## config.mk

```make
export PLATFORM = sky130hd
export DESIGN_NAME = alu_issue_ctrl
export DESIGN_NICKNAME = d
export VERILOG_FILES = /design/src/rtl/alu_pkg.sv /design/src/rtl/alu_funct_decode.sv /design/src/rtl/alu_issue_ctrl.sv
export SDC_FILE = /design/constraint.sdc
export NUM_CORES = 1
export LEC_CHECK = 0
export ABC_AREA = 0
export CAP_MARGIN = 20
export CORE_MARGIN = 2
export CORE_UTILIZATION = 45
export CTS_BUF_LIST = sky130_fd_sc_hd__clkbuf_4
export DETAILED_ROUTE_END_ITERATION = 6
export PLACE_DENSITY = 0.9
export SLEW_MARGIN = 10
export SYNTH_ARGS = -nofsm -noshare
export SYNTH_HDL_FRONTEND = slang
export SYNTH_SLANG_ARGS = --single-unit
export TNS_END_PERCENT = 1
```

## constraint.sdc

```tcl
create_clock -name clk -period 2.25 [get_ports clk]
set_input_delay 0.5625 -clock clk [delete_from_list [all_inputs] [get_ports clk]]
set_output_delay 0.5625 -clock clk [all_outputs]
set_load 0.1 [all_outputs]
```

## src/rtl/alu_pkg.sv

```systemverilog
// alu_pkg
// Shared definitions for the ALU issue controller:
//   - 4-bit ALU control codes driven onto alu_cntl
//   - MIPS R-type funct values the controller understands
//   - issue FSM state encoding
//   - decoded-funct bundle produced by alu_funct_decode
package alu_pkg;

  // ALU control codes
  localparam logic [3:0] ALU_AND  = 4'b0000;
  localparam logic [3:0] ALU_OR   = 4'b0001;
  localparam logic [3:0] ALU_ADDU = 4'b0010;
  localparam logic [3:0] ALU_XOR  = 4'b0011;
  localparam logic [3:0] ALU_SUBU = 4'b0110;
  localparam logic [3:0] ALU_NOT  = 4'b0111;
  localparam logic [3:0] ALU_ADDS = 4'b1010;
  localparam logic [3:0] ALU_NOR  = 4'b1100;
  localparam logic [3:0] ALU_SLL  = 4'b1101;
  localparam logic [3:0] ALU_SUBS = 4'b1110;

  // MIPS funct field values
  localparam logic [5:0] FN_SLL  = 6'h00;
  localparam logic [5:0] FN_ADD  = 6'h20;
  localparam logic [5:0] FN_ADDU = 6'h21;
  localparam logic [5:0] FN_SUB  = 6'h22;
  localparam logic [5:0] FN_SUBU = 6'h23;
  localparam logic [5:0] FN_AND  = 6'h24;
  localparam logic [5:0] FN_OR   = 6'h25;
  localparam logic [5:0] FN_XOR  = 6'h26;
  localparam logic [5:0] FN_NOR  = 6'h27;
  localparam logic [5:0] FN_NOT  = 6'h3F;

  typedef enum logic [1:0] {
    ST_IDLE  = 2'd0,
    ST_DRIVE = 2'd1,
    ST_DONE  = 2'd2
  } state_t;

  typedef struct packed {
    logic [3:0] cntl;
    logic       supported;
    logic       is_logical;
    logic       is_signed;
  } decode_t;

endpackage

```

## src/rtl/alu_funct_decode.sv

```systemverilog
// alu_funct_decode
// Purely combinational translation of a MIPS funct field into the ALU
// control code plus the attributes the issue controller needs when it
// sanitises flags.
// Ports:
//   funct : input  [5:0]   MIPS funct field
//   dec   : output decode_t {cntl, supported, is_logical, is_signed}
module alu_funct_decode
  import alu_pkg::*;
(
  input  logic [5:0] funct,
  output decode_t    dec
);

  // Unsupported functs fall through with everything zero, so cntl stays AND
  always_comb begin
    dec = '0;
    case (funct)
      FN_ADD:  begin dec.cntl = ALU_ADDS; dec.supported = 1'b1; dec.is_signed  = 1'b1; end
      FN_ADDU: begin dec.cntl = ALU_ADDU; dec.supported = 1'b1; end
      FN_SUB:  begin dec.cntl = ALU_SUBS; dec.supported = 1'b1; dec.is_signed  = 1'b1; end
      FN_SUBU: begin dec.cntl = ALU_SUBU; dec.supported = 1'b1; end
      FN_AND:  begin dec.cntl = ALU_AND;  dec.supported = 1'b1; dec.is_logical = 1'b1; end
      FN_OR:   begin dec.cntl = ALU_OR;   dec.supported = 1'b1; dec.is_logical = 1'b1; end
      FN_XOR:  begin dec.cntl = ALU_XOR;  dec.supported = 1'b1; dec.is_logical = 1'b1; end
      FN_NOR:  begin dec.cntl = ALU_NOR;  dec.supported = 1'b1; dec.is_logical = 1'b1; end
      FN_SLL:  begin dec.cntl = ALU_SLL;  dec.supported = 1'b1; end
      FN_NOT:  begin dec.cntl = ALU_NOT;  dec.supported = 1'b1; dec.is_logical = 1'b1; end
      default: dec = '0;
    endcase
  end

endmodule

```

## src/rtl/alu_issue_ctrl.sv

```systemverilog
// alu_issue_ctrl
// Front-end between decode and the datapath ALU. Accepts one R-type op over
// a valid/ready handshake, drives the ALU for a single cycle, captures the
// result with sanitised flags and holds it until the consumer takes it.
// Also keeps saturating counts of accepted ops and unsupported-funct errors.
// Ports:
//   clk, reset_n                  clock, async active-low reset
//   in_valid/in_ready             request handshake
//   in_funct, in_a, in_b          request payload
//   alu_a, alu_b, alu_cntl        drive to ALU (zero / AND when idle)
//   alu_out, alu_n/z/c/v          ALU result and flags
//   out_valid/out_ready           result handshake
//   out_result, out_n/z/c/v       captured result and flags
//   out_err, out_trap             unsupported funct / signed overflow
//   op_count, err_count           saturating statistics
module alu_issue_ctrl
  import alu_pkg::*;
#(
  parameter int DATA_W = 32,
  parameter int CNT_W  = 16
) (
  input  logic              clk,
  input  logic              reset_n,
  input  logic              in_valid,
  output logic              in_ready,
  input  logic [5:0]        in_funct,
  input  logic [DATA_W-1:0] in_a,
  input  logic [DATA_W-1:0] in_b,
  output logic [DATA_W-1:0] alu_a,
  output logic [DATA_W-1:0] alu_b,
  output logic [3:0]        alu_cntl,
  input  logic [DATA_W-1:0] alu_out,
  input  logic              alu_n,
  input  logic              alu_z,
  input  logic              alu_c,
  input  logic              alu_v,
  output logic              out_valid,
  input  logic              out_ready,
  output logic [DATA_W-1:0] out_result,
  output logic              out_n,
  output logic              out_z,
  output logic              out_c,
  output logic              out_v,
  output logic              out_err,
  output logic              out_trap,
  output logic [CNT_W-1:0]  op_count,
  output logic [CNT_W-1:0]  err_count
);

  state_t            state, state_next;
  decode_t           dec;
  logic [3:0]        lat_cntl;
  logic              lat_logical;
  logic              lat_signed;
  logic [DATA_W-1:0] lat_a, lat_b;
  logic              accept;
  logic              driving;

  alu_funct_decode u_decode (
    .funct (in_funct),
    .dec   (dec)
  );

  assign accept    = (state == ST_IDLE) && in_valid;
  assign driving   = (state == ST_DRIVE);
  assign in_ready  = (state == ST_IDLE);
  assign out_valid = (state == ST_DONE);

  // The ALU only sees real operands during DRIVE; otherwise it idles on AND of zero
  assign alu_a    = driving ? lat_a    : '0;
  assign alu_b    = driving ? lat_b    : '0;
  assign alu_cntl = driving ? lat_cntl : ALU_AND;

  always_ff @(posedge clk or negedge reset_n) begin
    if (!reset_n) state <= ST_IDLE;
    else          state <= state_next;
  end

  // Unsupported ops skip DRIVE entirely; DONE leaving on out_ready means a
  // request arriving that same cycle waits for the following IDLE cycle.
  always_comb begin
    state_next = state;
    case (state)
      ST_IDLE:  if (in_valid) state_next = dec.supported ? ST_DRIVE : ST_DONE;
      ST_DRIVE: state_next = ST_DONE;
      ST_DONE:  if (out_ready) state_next = ST_IDLE;
      default:  state_next = ST_IDLE;
    endcase
  end

  // Request latch and result capture. Logical ops have no meaningful carry or
  // overflow, and sll has no overflow, so those flags are forced low.
  always_ff @(posedge clk or negedge reset_n) begin
    if (!reset_n) begin
      lat_cntl    <= ALU_AND;
      lat_logical <= 1'b0;
      lat_signed  <= 1'b0;
      lat_a       <= '0;
      lat_b       <= '0;
      out_result  <= '0;
      out_n       <= 1'b0;
      out_z       <= 1'b0;
      out_c       <= 1'b0;
      out_v       <= 1'b0;
      out_err     <= 1'b0;
      out_trap    <= 1'b0;
    end else if (accept) begin
      lat_cntl    <= dec.cntl;
      lat_logical <= dec.is_logical;
      lat_signed  <= dec.is_signed;
      lat_a       <= in_a;
      lat_b       <= in_b;
      if (!dec.supported) begin
        out_result <= '0;
        out_n      <= 1'b0;
        out_z      <= 1'b0;
        out_c      <= 1'b0;
        out_v      <= 1'b0;
        out_err    <= 1'b1;
        out_trap   <= 1'b0;
      end
    end else if (driving) begin
      out_result <= alu_out;
      out_n      <= alu_n;
      out_z      <= alu_z;
      out_c      <= lat_logical ? 1'b0 : alu_c;
      out_v      <= (lat_logical || (lat_cntl == ALU_SLL)) ? 1'b0 : alu_v;
      out_err    <= 1'b0;
      out_trap   <= lat_signed & alu_v;
    end
  end

  // Statistics counters stick at all-ones rather than wrapping
  always_ff @(posedge clk or negedge reset_n) begin
    if (!reset_n) begin
      op_count  <= '0;
      err_count <= '0;
    end else if (accept) begin
      if (op_count != '1) op_count <= op_count + CNT_W'(1);
      if (!dec.supported && (err_count != '1)) err_count <= err_count + CNT_W'(1);
    end
  end

endmodule

```

==> results of run 1 <==
==> layout by cell type (no fill, tap or decap), types with 2 or more instances in the layout <==
cell and count:
and3_1 9, o21ai_0 8, clkbuf_4 19, clkinvlp_4 4, xor2_1 3, ha_1 2
bufinv_16 4, a31oi_1 2, clkinv_2 2, buf_6 2, a21oi_1 6, inv_1 7
nor3b_1 2, o21ai_1 2, nor2_2 3, nor3_1 5, mux2_2 3, o31ai_1 2
nand4_1 10, dfrtp_2 2, dfrtp_1 140, clkbuf_16 3, buf_16 3, clkdlybuf4s50_1 108
and4_1 3, nand3_1 23, buf_12 76, nor2_1 10, buf_4 100, clkinv_1 3
a22o_1 36, and3_4 68, nand2_1 216, xnor2_1 24
==> sequential cells by signal, indices dropped and copies added (netlist names) <==
| register | count |
|---|---|
| out_trap | 1 |
| lat_logical | 1 |
| out_z | 1 |
| op_count | 16 |
| out_result | 32 |
| out_v | 1 |
| lat_cntl | 4 |
| out_n | 1 |
| state | 2 |
| lat_a | 32 |
| lat_b | 32 |
| out_c | 1 |
| lat_signed | 1 |
| out_err | 1 |
| err_count | 16 |
==> logic make-up (layout without fill, tap and decap cells) <==
| kind of cell | Yosys count | in the layout | share of synthesized area, % |
|---|---|---|---|
| compound gates | 63 | 63 | 8.12 |
| xor+xnor | 27 | 27 | 3.77 |
| fa+ha+maj | 2 | 2 | 0.399 |
| buf+inv | 50 | 334 | 3.71 |
| flops | 142 | 142 | 56.7 |
| mux | 4 | 4 | 0.718 |
| simple gates | 358 | 358 | 26.6 |
==> worst max path at each step <==
stage                 from             to  slack (ns)  depth (start not counted)
2_1_floorplan     state[0]       in_ready       -0.25                          3
3_3_place_gp   in_funct[0]  err_count[12]       -0.11                          6
3_5_place_dp   in_funct[0]  err_count[12]       -0.16                          6
4_1_cts           state[1]       alu_b[6]       -0.09                          4
5_1_grt           state[1]      alu_b[29]       -0.09                          4
6_report          state[1]      alu_b[29]       -0.03                          4
==> cell type report <==
type | count | area (um2) | share of cell area, %
Multi-Input combinational cell | 454 | 2840 | 27.0
Clock inverter | 13 | 171 | 1.63
Clock buffer | 19 | 143 | 1.35
Sequential cell | 142 | 3560 | 33.7
Tap cell | 180 | 225 | 2.14
Inverter | 8 | 42.5 | 0.404
Timing Repair Buffer | 294 | 3560 | 33.8
==> layer usage <==
layer  vias to the layer above  global-route usage [%]  share of wire, %
met5                         -                       0                 0
li1                       2728                       -                 -
met4                         0                    11.8               2.4
met1                      2904                    33.9                39
met2                       305                    48.7                50
met3                        45                    8.10               8.4
==> where the power goes <==
part           total [mW]  internal, mW  switching (mW)  leakage (nW)
clock                1.83         0.889           0.941         0.157
sequential           3.47          3.05           0.418          1.83
combinational        3.48          1.08            2.40          2.96
total                8.78          5.01            3.76          4.95
==> worst max-delay path, cell delays in order, from the launching register on <==
cell	delay (ns)
dfrtp_2	0.47
clkinv_8	0.12
buf_16	0.17
and3_4	0.21
buf_12	0.17
==> stage by stage <==
| stage | util (%) | area (um2) | setup WS [ns] |
|---|---|---|---|
| 2_1_floorplan | - | 6270 | -0.249 |
| 3_3_place_gp | 70.5 | 9680 | -0.107 |
| 3_5_place_dp | 70.5 | 9680 | -0.164 |
| 4_1_cts | 75.9 | 10400 | -0.0904 |
| 5_1_grt | 76.8 | 10500 | -0.0946 |
| 6_report | 76.8 | 10500 | -0.0305 |
==> repair_timing <==
action                     CTS  global route
setup endpoints to repair   70            70
hold buffers                 1             0
hold endpoints to repair    49             0
cloned                       3             3
setup buffers                2             0
gates resized for setup     69            11
pin swaps                    1             1
==> out/results.tsv, run 1 <==
stage	metric	value	unit
timing	max_freq	439	MHz
place	gp_congestion	0.836	
status	violations	negative setup slack	
yosys	synth_async_sr_flop_share	100	%
yosys	ys_ff_latch	142	
yosys	synth_edf_count	0	
floorplan	die_x	122	um
global_routing	grt_use_total	28.5	%
finish	final_cells	1110	
clocking	clkSlewWorstSetupHoldPaths	0.11	ns
drt	wl_per_cell	19.3	um
status	status	complete, but fails checks	
yosys	synth_nets	758	
finish	drive_above_1_share	32.2	%
timing	period_share	101	%
setup_path	worst-setup-path-type	reg -> out	
clocking	clock_latency	0.58	ns
timing	setup_slack	-0.0305	ns
setup_path	worst_setup_path_end_kind	primary output	
drt	drc	0	
yosys	syn_inst	646	
setup_path	rr_worst_depth	6	
yosys	synth.area.top_cells	dfrtp_1, nand2_1, and3_1, a22o_1, xnor2_1	
setup_path	reg2reg_from	state[0]	
yosys	ys_seq_area_share	56.7	%
setup_path	critPathMaxFanout	16	
drt	vias	5982	
yosys	yosysTopAreaCell	dfrtp_1	
timing	layout_min_cycle_time	2.28	ns
global_routing	grt_remaining_overflow	0	
power_and_ir_drop	p_per_area	833	nW/um2
yosys	synthTopCellsByCount	nand2_1, dfrtp_1, and3_1	
place	port_buffers	249	
clocking	cts.sinks	142	
floorplan	initial_core_util	45.7	%
place	dp_cells	1069	
timing	rsz0062_at_grt	true	
timing	tightest_slew	0.539	ns
setup_path	cp.arrival	1.72	ns
drt	wirelength	21400	um
timing	finalClockSkew	0.0204	ns
yosys	synth_top_area_share	56.7	%
floorplan	die_y	122	um
clocking	clockBufferDepth	2	
power_and_ir_drop	power	8.78	mW
yosys	yosys_warnings	0	
global_routing	antenna_found_initial	0	
drt	ant_nets	0	
setup_path	start_kind	flip-flop	
setup_path	r2r_slack	0.30	ns
setup_path	r2r-end	op_count[1]	
min_path	hold_path_depth	2	
global_routing	grt_pass1_wl	32400	um
min_path	holdCritStartpoint	lat_b[19]	
drt	drt-initial-drc-count	568	
finish	fillers	823	
timing	setup_viol	40	
timing	holdWs	0.489	ns
power_and_ir_drop	cellLeakagePower	4.95	nW
yosys	synth_cell_type_count	42	
flow_run	maxCapViolCount	0	
floorplan	die_area	14900	um2
place	hpwlAfterDp	13400	um
timing	fin_tns_setup	-0.590	ns
timing	drv_slew	0	
yosys	syn_area	6270	um2
min_path	hold_path_class	reg -> reg	
floorplan	io_pins	250	
yosys	synth_area_per_cell	9.71	um2
timing	max_slew_margin	64.0	%
clocking	cts.htree.levels	4	
floorplan	num_rows	43	
clocking	cts-root-buf	clkbuf_4	
setup_path	crit_required	1.69	ns
min_path	hold_end	lat_b[19]	
clocking	cts_tree	yes	
drt	first_pass_iters	5	
global_routing	grt_pass1_vias	6158	
clocking	cts_buffers	17	
drt	vias_per_cell	5.39	
finish	fin_nets	1029	
power_and_ir_drop	max-vdd-ir-drop	1330	uV
timing	hold_viol	0	
floorplan	core	13700	um2
yosys	synth_most_common_cell	nand2_1	
finish	antenna_cells	0	
yosys	synth_top_flop_cell	dfrtp_1	
global_routing	grt_max_degree	74	
finish	syn2layout_area_growth	68.1	%
Power figures use the tool's default switching activity.
==> run 2: changes to the inputs <==
Settings changed: CTS_CLUSTER_DIAMETER from default to 60.
==> results of run 2 <==
The final DEF is identical to that of run 1; final timing and power are the same.
